`src/rtl/vga_draw_pkg.sv`:
```
// Shared drawing definitions: controller state encoding, default geometry and widths,
// and the octant sign/swap tables used to expand one midpoint step into eight points.
package vga_draw_pkg;

    typedef enum logic [2:0] {
        IDLE  = 3'd0,
        CLEAR = 3'd1,
        INIT  = 3'd2,
        PLOT  = 3'd3,
        STEP  = 3'd4,
        DONE  = 3'd5
    } state_t;

    localparam int DEF_X_W   = 8;
    localparam int DEF_Y_W   = 7;
    localparam int DEF_R_W   = 6;
    localparam int DEF_COL_W = 3;
    localparam int DEF_H_RES = 160;
    localparam int DEF_V_RES = 120;

    // Bit k describes octant k: swap puts py on x / px on y, neg flips that axis offset.
    localparam logic [7:0] OCT_NEG_X = 8'b1010_1010;
    localparam logic [7:0] OCT_NEG_Y = 8'b1100_1100;
    localparam logic [7:0] OCT_SWAP  = 8'b1111_0000;

endpackage

```
`src/rtl/circle_plotter_if.sv`:
```
// Pixel write port between the circle plotter and the VGA adapter.
interface circle_plotter_if #(
    parameter int X_W   = 8,
    parameter int Y_W   = 7,
    parameter int COL_W = 3
);
    logic [X_W-1:0]   x;
    logic [Y_W-1:0]   y;
    logic [COL_W-1:0] col;
    logic             plot;
    logic             plot_rdy;

    // Valid/ready: a pixel transfers on a rising edge where plot && plot_rdy are both high;
    // once plot is raised the master holds x, y and col stable until that transfer.
    modport master (output x, y, col, plot, input plot_rdy);
    modport slave  (input x, y, col, plot, output plot_rdy);
endinterface

```
`src/rtl/circle_plotter_pixel_clip.sv`:
```
// One axis of pixel placement: signed centre+offset, visibility test against the
// resolution, and the coordinate truncated back to the port width.
module pixel_clip #(
    parameter int C_W = 8,
    parameter int S_W = 10,
    parameter int RES = 160
) (
    input  logic [C_W-1:0]        centre,
    input  logic signed [S_W-1:0] offset,
    output logic                  in_range,
    output logic [C_W-1:0]        coord
);
    localparam logic signed [S_W-1:0] RES_S = S_W'(RES);

    logic signed [S_W-1:0] sum;

    always_comb begin
        sum      = $signed({{(S_W-C_W){1'b0}}, centre}) + offset;
        in_range = !sum[S_W-1] && (sum < RES_S);
        coord    = sum[C_W-1:0];
    end
endmodule

```
`src/rtl/circle_plotter.sv`:
```
// Midpoint circle outline plotter with full-screen clear, clipping and plot back-pressure.
// Define CIRCLE_FILL_EN to draw filled discs as four horizontal spans per step.
module circle_plotter
    import vga_draw_pkg::*;
#(
    parameter int X_W        = DEF_X_W,
    parameter int Y_W        = DEF_Y_W,
    parameter int R_W        = DEF_R_W,
    parameter int COL_W      = DEF_COL_W,
    parameter int H_RES      = DEF_H_RES,
    parameter int V_RES      = DEF_V_RES,
    parameter int CLR_COLOUR = 0
) (
    input  logic             clk,
    input  logic             rst,
    input  logic             start,
    input  logic             clear,
    input  logic [X_W-1:0]   cx,
    input  logic [Y_W-1:0]   cy,
    input  logic [R_W-1:0]   radius,
    input  logic [COL_W-1:0] colour,
    circle_plotter_if.master pix,
    output logic             busy,
    output logic             done,
    output state_t           state_dbg
);
    localparam int S_W = ((X_W > Y_W) ? X_W : Y_W) + 2;
    localparam int Q_W = R_W + 2;
    localparam int D_W = R_W + 3;
    localparam logic [X_W-1:0] X_LAST = X_W'(H_RES - 1);
    localparam logic [Y_W-1:0] Y_LAST = Y_W'(V_RES - 1);

    state_t                state, state_nx;
    logic [X_W-1:0]        cx_q, x_cnt, x_pt;
    logic [Y_W-1:0]        cy_q, y_cnt, y_pt;
    logic [R_W-1:0]        r_q;
    logic [COL_W-1:0]      col_q;
    logic signed [Q_W-1:0] px, py, px_nx, py_nx;
    logic signed [D_W-1:0] d, d_nx, px_d, py_d, r_d;
    logic [2:0]            k;
    logic signed [S_W-1:0] px_s, py_s, off_x, off_y;
    logic                  x_in, y_in, adv, last_pt;
`ifdef CIRCLE_FILL_EN
    logic signed [S_W-1:0] sx, half, row;
    logic                  span_end;
`endif

    assign state_dbg = state;

    always_comb begin
        px_s = {{(S_W-Q_W){px[Q_W-1]}}, px};
        py_s = {{(S_W-Q_W){py[Q_W-1]}}, py};
`ifdef CIRCLE_FILL_EN
        // k[1] picks the py-rows (span half-width px) or px-rows (half-width py); k[0] the side.
        half     = k[1] ? py_s : px_s;
        row      = k[1] ? px_s : py_s;
        off_x    = sx - half;
        off_y    = k[0] ? -row : row;
        span_end = (sx == half + half);
        last_pt  = span_end && (k[1:0] == 2'b11);
`else
        off_x   = OCT_SWAP[k] ? py_s : px_s;
        off_y   = OCT_SWAP[k] ? px_s : py_s;
        if (OCT_NEG_X[k]) off_x = -off_x;
        if (OCT_NEG_Y[k]) off_y = -off_y;
        last_pt = (k == 3'd7);
`endif
        px_d = {{(D_W-Q_W){px[Q_W-1]}}, px};
        py_d = {{(D_W-Q_W){py[Q_W-1]}}, py};
        r_d  = {{(D_W-R_W){1'b0}}, r_q};
        if (d[D_W-1]) begin
            d_nx  = d + (px_d <<< 2) + D_W'(6);
            py_nx = py;
        end else begin
            d_nx  = d + ((px_d - py_d) <<< 2) + D_W'(10);
            py_nx = py - Q_W'(1);
        end
        px_nx = px + Q_W'(1);
    end

    pixel_clip #(.C_W(X_W), .S_W(S_W), .RES(H_RES)) u_clip_x (
        .centre(cx_q), .offset(off_x), .in_range(x_in), .coord(x_pt)
    );
    pixel_clip #(.C_W(Y_W), .S_W(S_W), .RES(V_RES)) u_clip_y (
        .centre(cy_q), .offset(off_y), .in_range(y_in), .coord(y_pt)
    );

    always_ff @(posedge clk or negedge rst) begin
        if (!rst) state <= IDLE;
        else      state <= state_nx;
    end

    always_comb begin
        state_nx = state;
        pix.plot = 1'b0;
        pix.x    = '0;
        pix.y    = '0;
        pix.col  = '0;
        done     = 1'b0;
        busy     = (state != IDLE);
        adv      = 1'b0;
        case (state)
            IDLE: begin
                if (clear)      state_nx = CLEAR;
                else if (start) state_nx = INIT;
            end
            CLEAR: begin
                pix.plot = 1'b1;
                pix.x    = x_cnt;
                pix.y    = y_cnt;
                pix.col  = COL_W'(CLR_COLOUR);
                if (pix.plot_rdy && x_cnt == X_LAST && y_cnt == Y_LAST) state_nx = DONE;
            end
            INIT: state_nx = PLOT;
            PLOT: begin
                // Clipped points never raise plot, so they advance without waiting on the sink.
                pix.plot = x_in && y_in;
                if (x_in && y_in) begin
                    pix.x   = x_pt;
                    pix.y   = y_pt;
                    pix.col = col_q;
                end
                adv = !(x_in && y_in) || pix.plot_rdy;
                if (adv && last_pt) state_nx = STEP;
            end
            STEP: state_nx = (px_nx <= py_nx) ? PLOT : DONE;
            DONE: begin
                done     = 1'b1;
                state_nx = IDLE;
            end
            default: state_nx = IDLE;
        endcase
    end

    always_ff @(posedge clk or negedge rst) begin
        if (!rst) begin
            cx_q  <= '0;
            cy_q  <= '0;
            r_q   <= '0;
            col_q <= '0;
            x_cnt <= '0;
            y_cnt <= '0;
            px    <= '0;
            py    <= '0;
            d     <= '0;
            k     <= '0;
`ifdef CIRCLE_FILL_EN
            sx    <= '0;
`endif
        end else begin
            case (state)
                IDLE: begin
                    if (clear) begin
                        x_cnt <= '0;
                        y_cnt <= '0;
                    end else if (start) begin
                        cx_q  <= cx;
                        cy_q  <= cy;
                        r_q   <= radius;
                        col_q <= colour;
                    end
                end
                CLEAR: begin
                    if (pix.plot_rdy) begin
                        if (x_cnt == X_LAST) begin
                            x_cnt <= '0;
                            y_cnt <= y_cnt + Y_W'(1);
                        end else begin
                            x_cnt <= x_cnt + X_W'(1);
                        end
                    end
                end
                INIT: begin
                    px <= '0;
                    py <= {{(Q_W-R_W){1'b0}}, r_q};
                    d  <= D_W'(3) - (r_d <<< 1);
                    k  <= '0;
`ifdef CIRCLE_FILL_EN
                    sx <= '0;
`endif
                end
                PLOT: begin
                    if (adv) begin
`ifdef CIRCLE_FILL_EN
                        if (span_end) begin
                            sx <= '0;
                            k  <= k + 3'd1;
                        end else begin
                            sx <= sx + S_W'(1);
                        end
`else
                        k <= k + 3'd1;
`endif
                    end
                end
                STEP: begin
                    d  <= d_nx;
                    px <= px_nx;
                    py <= py_nx;
                    k  <= '0;
`ifdef CIRCLE_FILL_EN
                    sx <= '0;
`endif
                end
                default: ;
            endcase
        end
    end
endmodule
```
`src/flat_wrapper.sv`:
```
// flat-port wrapper written by rule: the top's interface ports become plain ports
module circle_plotter_flat import vga_draw_pkg::*;
#(
    parameter int X_W        = DEF_X_W,
    parameter int Y_W        = DEF_Y_W,
    parameter int R_W        = DEF_R_W,
    parameter int COL_W      = DEF_COL_W,
    parameter int H_RES      = DEF_H_RES,
    parameter int V_RES      = DEF_V_RES,
    parameter int CLR_COLOUR = 0
)
  (clk, rst, start, clear, cx, cy, radius, colour, busy, done, state_dbg, pix_x, pix_y, pix_col, pix_plot, pix_plot_rdy);
  circle_plotter_if #(.X_W(X_W), .Y_W(Y_W), .COL_W(COL_W)) pix_i ();
  input  logic clk;
  input  logic rst;
  input  logic start;
  input  logic clear;
  input  logic [X_W-1:0] cx;
  input  logic [Y_W-1:0] cy;
  input  logic [R_W-1:0] radius;
  input  logic [COL_W-1:0] colour;
  output logic busy;
  output logic done;
  output state_t state_dbg;
  output wire logic [$bits(pix_i.x)-1:0] pix_x;
  output wire logic [$bits(pix_i.y)-1:0] pix_y;
  output wire logic [$bits(pix_i.col)-1:0] pix_col;
  output wire logic [$bits(pix_i.plot)-1:0] pix_plot;
  input wire logic [$bits(pix_i.plot_rdy)-1:0] pix_plot_rdy;
  assign pix_x = pix_i.x;
  assign pix_y = pix_i.y;
  assign pix_col = pix_i.col;
  assign pix_plot = pix_i.plot;
  assign pix_i.plot_rdy = pix_plot_rdy;
  circle_plotter #(.X_W(X_W), .Y_W(Y_W), .R_W(R_W), .COL_W(COL_W), .H_RES(H_RES), .V_RES(V_RES), .CLR_COLOUR(CLR_COLOUR)) u_core (.clk(clk), .rst(rst), .start(start), .clear(clear), .cx(cx), .cy(cy), .radius(radius), .colour(colour), .pix(pix_i), .busy(busy), .done(done), .state_dbg(state_dbg));
endmodule
```
`config.mk`:
```
export PLATFORM = sky130hd
export DESIGN_NAME = circle_plotter_flat
export DESIGN_NICKNAME = d
export VERILOG_FILES = /design/src/rtl/vga_draw_pkg.sv /design/src/rtl/circle_plotter_if.sv /design/src/rtl/circle_plotter_pixel_clip.sv /design/src/rtl/circle_plotter.sv /design/src/flat_wrapper.sv
export SDC_FILE = /design/constraint.sdc
export NUM_CORES = 1
export LEC_CHECK = 0
export CELL_PAD_IN_SITES_DETAIL_PLACEMENT = 1
export CELL_PAD_IN_SITES_GLOBAL_PLACEMENT = 1
export CORE_UTILIZATION = 50
export CTS_BUF_LIST = sky130_fd_sc_hd__clkbuf_8 sky130_fd_sc_hd__clkbuf_16
export CTS_CLUSTER_DIAMETER = 150
export DETAILED_ROUTE_END_ITERATION = 8
export HOLD_SLACK_MARGIN = 0.1
export PLACE_DENSITY_LB_ADDON = 0.1
export SLEW_MARGIN = 20
export SYNTH_ARGS = -nofsm -noshare
export SYNTH_HDL_FRONTEND = slang
export SYNTH_HIERARCHICAL = 1
export SYNTH_SLANG_ARGS = --single-unit
```
`constraint.sdc`:
```
create_clock -name clk -period 12 [get_ports clk]
set_input_delay 2.4 -clock clk [delete_from_list [all_inputs] [get_ports clk]]
set_output_delay 2.4 -clock clk [all_outputs]
set_load 0.01 [all_outputs]
```
Word-level counts from Yosys, hierarchy flattened
Memories as Yosys holds them, arrays and structs flattened.
Cells that the tools add are included.

storage, ports and cells
  flip-flop bits (word level) = 70
  memory bits (read-only) = 24
  bits of input ports = 29
  output and inout port bits = 24
  memories = 3

operators by class
  $add $sub $neg = 15
  order comparisons = 4
  eq/ne operators = 15
  multiplexer cells = 37
  bitwise gates (word level) = 1
  reductions and logical operators = 21

memories
  name             words  bits a word  read ports  clocked after memory_dff  write ports  RTL line              source
  (no name shown)  8      1            1           0                         0            circle_plotter.sv:65  if (OCT_NEG_Y[k]) off_y = -off_y;
  (no name shown)  8      1            1           0                         0            circle_plotter.sv:62  off_x = OCT_SWAP[k] ? py_s : px_s;
  (no name shown)  8      1            1           0                         0            circle_plotter.sv:64  if (OCT_NEG_X[k]) off_x = -off_x;

operators with widths
  operator                                                                 number
  8-bit one-hot mux with 2 select lines                                    4
  10-bit 2-to-1 mux                                                        4
  8-bit 2-to-1 mux                                                         5
  7-bit 2-to-1 mux                                                         4
  7-bit one-hot mux with 2 select lines                                    2
  3-bit 2-to-1 mux                                                         8
  10-bit negator                                                           2
  9-bit adder                                                              2
  9-bit one-hot mux with 2 select lines                                    1
  3-bit one-hot mux with 5 select lines                                    1
  8-bit by 10-bit adder with 10-bit output                                 1
  9-bit by 10-bit adder with 10-bit output                                 1
  10-bit by 8-bit < comparator with 1-bit output, second input constant    1
  10-bit by 9-bit < comparator with 1-bit output, second input constant    1
  9-bit by 4-bit adder with 9-bit output, second input constant            1
  9-bit by 5-bit adder with 9-bit output, second input constant            1
  3-bit equality test, second input constant                               3
  9-bit 2-to-1 mux                                                         1
  3-bit AND reduction                                                      3
  8-bit by 1-bit adder with 8-bit output, second input constant            1
  8-bit by 2-bit adder with 8-bit output, second input constant            1
  8-bit equality test, second input constant                               1
  8-bit less-or-equal comparator                                           1
  2-bit by 1-bit inequality test with 1-bit output, second input constant  4
  24 further kinds                                                         39

Longest topological paths before layout
  depth after elaboration = 14
  depth in mapped cells = 20
  depth with buffers taken out = 16

Modules after synthesis
Netlist, hierarchy kept.

by module, submodules not included
  module                         instances  cells an instance  area an instance (um^2)  sequential area each (um^2)
  circle_plotter                 1          567                5,366.4                  1,726.7
  pixel_clip at u_core.u_clip_y  1          49                 372.9                    0.0
  pixel_clip at u_core.u_clip_x  1          42                 361.6                    0.0

Least setup slack after synthesis
No wires, ideal clock.

  path type = flip-flop to output port
  from = reg u_core.k[2]
  to = out pix_x[1]
  arrival = 3,947 ps
  path slack = 5,653 ps
  stages on the path, launching flop included = 19
  cells stage by stage = dfrtp_1 -> buf_2 -> buf_2 -> buf_2 -> mux2i_1 -> ha_1 -> inv_1 -> mux2i_1 -> fa_1 -> a21o_1 -> a211oi_2 -> xnor2_1 -> or2_1 -> a211oi_2 -> nand2_1 -> nor2_1 -> buf_2 -> nand2_1 -> o21ai_0

on the way
  word-level cells in the longest chain between the ends = 11

RTL lines
  what                                              RTL line                         source
  start: declaration                                circle_plotter.sv:40             logic [2:0] k;
  start signal: assignment                          circle_plotter.sv:192            k <= k + 3'd1;
  memory 8 x 1 bit                                  -
  1-bit 2-to-1 mux (not written as such)            circle_plotter.sv:62
  10-bit 2-to-1 mux                                 circle_plotter.sv:62
  10-bit negator                                    circle_plotter.sv:64
  10-bit 2-to-1 mux *                               circle_plotter.sv:64
  via u_core.off_x[1]                               circle_plotter.sv:41             logic signed [S_W-1:0] px_s, py_s, off_x, off_y;
  9-bit by 10-bit adder with 10-bit output *        circle_plotter_pixel_clip.sv:18  sum = $signed({{(S_W-C_W){1'b0}}, centre}) + offset;
  via u_core.x_pt[6]                                circle_plotter.sv:34             logic [X_W-1:0] cx_q, x_cnt, x_pt;
  10-bit by 9-bit < comparator with 1-bit output *  circle_plotter_pixel_clip.sv:19  in_range = !sum[S_W-1] && (sum < RES_S);
  1-bit logical AND *                               circle_plotter_pixel_clip.sv:19
  via u_core.x_in                                   circle_plotter.sv:42             logic x_in, y_in, adv, last_pt;
  1-bit logical AND *                               circle_plotter.sv:118            if (x_in && y_in) begin
  8-bit 2-to-1 mux *                                circle_plotter.sv:118
  8-bit one-hot mux with 2 select lines *           circle_plotter.sv:102            case (state)
  end: declaration                                  flat_wrapper.sv:25               output wire logic [$bits(pix_i.x)-1:0] pix_x;

The timed path passes the listed nets; every way through them passes the cells marked *. The select of a mux whose other input is x is not followed.

Worst setup path in the final report
  from = reg u_core.k[2]
  to = out pix_x[4]

The elaborated chain is that of the path after synthesis.

==> impl_metrics.yaml <==
route:
  totalWireLength_mm: 17.0
  route.detailed.drc: 0
  drt-wirelength-per-cell_um: 20.2
  avgViaCountPerCell: 6.15
  drt-initial-drc-count: 286
  ant_nets: 0
  routed-via-count: 5170
  drtPass1Iterations: 4
clocking:
  clkSlewWorstSetupHoldPaths_ps: 60
  cts_max_level: 3
  clockRootBuffer: "clkbuf_16"
  cts_tree: "yes"
  post_cts_resized: 0
  clk_latency_ps: 350
  cts_setup_buffers: 0
  cts_sinks: 69
  cts-buffers-inserted: 9
  hold_buffers: 0
  clockBufferDepth: 2
power:
  p_int_mw: 1.22
  swShare: 0.479
  clkPwrFrac: 0.126
  powerDensity_nw_per_um2: 336
  seqPwrFrac: 0.196
  pwr-share-comb: 0.679
  p_total_mw: 2.34
  p_sw_mw: 1.12
  leakagePower_nw: 3.27
  ir_drop_v: 0.000206
setup_path:
  timing.rr.start: "u_core/k[2]$_DFFE_PN0P_"
  worst_path_most_repeated_cell: "a211oi_2"
  startpoint_type: "flip-flop"
  crit_fanout: 32
  crit_slowest_cell: "dfrtp_2"
  path_class: "flip-flop to output port"
  critical_path.startpoint: "u_core/k[2]$_DFFE_PN0P_"
  cp.required_ps: 9600
  crit_chain: "mux2_2 > o31ai_1 > xor2_1 > ha_1 > and3_1 > a211oi_2 > xnor2_1 > or2_1 > a211oi_2 > nand2_1 > nor2_1 > buf_4 > a22o_1 > clkdlybuf4s50_1"
  worst_setup_path_end_kind: "output port"
  worstPathArrival_ps: 4910
  cpPeakStageDelay_ps: 800
sta:
  tns_ps: 0
  tightest_slew_ps: 936
  min_period_ps: 7310
  hold_viol: 0
  slew_headroom: 0.376
  period_share: 0.609
  fmax_mhz: 137
  rsz0062_at_grt: "false"
  setup_viol: 0
  drv_slew: 0
  finClkSkew_ps: 9.10
die:
  dieArea_um2: 12600
  die_x_um: 112
  core_um2: 11700
  num_rows: 39
  ios: 53
  fp.dieH_um: 112
  start_util: 0.523
min_path:
  min_path_type: "flip-flop to flip-flop"
  holdCritStartpoint: "u_core/col_q[1]$_DFFE_PN0P_"
synthesis:
  yosysWarnings: 6
  synth-seq-cells: 69
  avgSynthCellArea_um2: 9.27
  syn_area_um2: 6100
  synth_flop_cell: "dfrtp_1"
  synth_edf_count: 0
  synth-seq-area-share: 0.283
  yosysMostFrequentCell: "dfrtp_1"
  syn_inst: 658
  async_flop_share: 1.00
  synth_nets: 754
  synth.largest_area_cell: "dfrtp_1"
  synth_top_cell_area_share: 0.283
  synth_area_leaders: "dfrtp_1 (28%), ha_1 (13%), xnor2_1 (5.2%), mux2_4 (4.9%), xor2_1 (4.2%)"
  synthDistinctLibCells: 70
  synthTopCellsByCount: "dfrtp_1 (69), ha_1 (62), nand2_1 (49)"
layout:
  fin_area_um2: 6970
  drive_gt1_frac: 0.108
  diodes: 0
  fillers: 1333
  nNetsFinal: 788
  areaGrowthSynthToFinish_pct: 14.3
global_route:
  track_usage: 0.291
  grt_max_degree: 70
  antenna_found_initial: 0
  grt_pass1_vias: 5547
  grt-ovfl-total: 0
  grt_pass1_wl_mm: 28.6
flow_run:
  maxCapViolations: 0
status:
  status: "finished clean"
placed_design:
  place_congestion: 0.909
  portBuffers: 52
  dp_hpwl_mm: 12.4
  dpl-instance-area_um2: 6640
-- worst max-delay path, delay by kind of cell, from the launching register on --
kind,cells,cell delay [ps]
compound gates,4,1120
xor+xnor,2,350
fa+ha+maj,1,320
buf+inv,2,830
flops,1,800
mux,1,450
simple gates,4,700
-- power groups by stage --
| stage | Combinational (mW) | Sequential (mW) | Clock, mW |
|---|---|---|---|
| after CTS | 1.59 | 0.456 | 0.300 |
| final | 1.59 | 0.459 | 0.294 |
| after global placement | 1.49 | 0.452 | 0 |
| after floorplan | 1.25 | 0.377 | 0 |
| after detailed placement | 1.57 | 0.458 | 0 |
| after global routing | 1.78 | 0.474 | 0.306 |
-- layout by cell type, fill, tap and decap left out, drive strengths merged, types with 7 or more instances in the layout --
master and count:
clkbuf 10, mux2i 16, nand4 11, xor2 29, a22o 17, and3 10
nand2 50, a21oi 40, nand3 8, a21o 14, nor2 48, o211ai 7
nor3 9, mux2 30, inv 40, o21ai 42, clkdlybuf4s50 51, ha 62
and2 8, xnor2 36, dfrtp 69
-- sequential cells by signal, summed over array words and instances (netlist names) --
| signal | count |
|---|---|
| u_core/x_cnt | 8 |
| u_core/cx_q | 8 |
| u_core/px | 8 |
| u_core/d | 8 |
| u_core/cy_q | 7 |
| u_core/py | 8 |
| u_core/y_cnt | 7 |
| u_core/col_q | 3 |
| u_core/k | 3 |
| u_core/r_q | 6 |
| u_core/state_dbg | 3 |
-- through the flow --
stage | setup WS, ps | utilization | instances | hold slack [ps]
after CTS | 4390 | 0.597 | 840 | 508
after floorplan | 5650 | - | 658 | 460
after global routing | 4440 | 0.598 | 840 | 529
after detailed placement | 4900 | 0.570 | 824 | 490
after global placement | 4990 | 0.570 | 824 | 493
final | 4690 | 0.598 | 840 | 506
-- path summary, 6_finish.rpt --
path / end / slack [ps] / cells past startpoint
setup / recovery: pix_x[4] / 4690 / 14
hold / removal: u_core/col_q[1]$_DFFE_PN0P_ / 510 / 1
setup reg to reg: u_core/k[0]$_DFFE_PN0P_ / 7630 / 13
max in group asynchronous: u_core/k[2]$_DFFE_PN0P_ / 9060 / 2
hold reg to reg: u_core/col_q[1]$_DFFE_PN0P_ / 510 / 1
min in group asynchronous: u_core/px[3]$_DFFE_PN0P_ / 2280 / 2
-- logic make-up (layout without fill, tap and decap cells) --
kind of cell               after synthesis  after routing  share of synthesized area
and+or+nand+nor                        170            170                      0.145
AOI/OAI and AO/OA                      169            169                      0.187
buffers and inverters                   72            111                     0.0537
DFF                                     69             69                      0.283
adders and majority gates               67             67                      0.144
xor gates and xnor gates                65             65                     0.0933
muxes                                   46             46                     0.0939
-- per-layer routing --
layer  vias up  wire, um  GRT usage
li1       2427         -          -
met1      2580      7460      0.371
met2       141      8350      0.505
met3        22       891     0.0508
met4         0       274     0.0827
met5         -         0          0
-- final cells by class --
type | count | area, um^2 | area share
Clock buffer | 10 | 239 | 0.0343
Timing Repair Buffer | 55 | 538 | 0.0772
Clock inverter | 6 | 86.3 | 0.0124
Sequential cell | 69 | 1730 | 0.248
Tap cell | 143 | 179 | 0.0257
Multi-Input combinational cell | 517 | 4050 | 0.581
Inverter | 40 | 153 | 0.0219
Power figures use the tool's default switching activity.
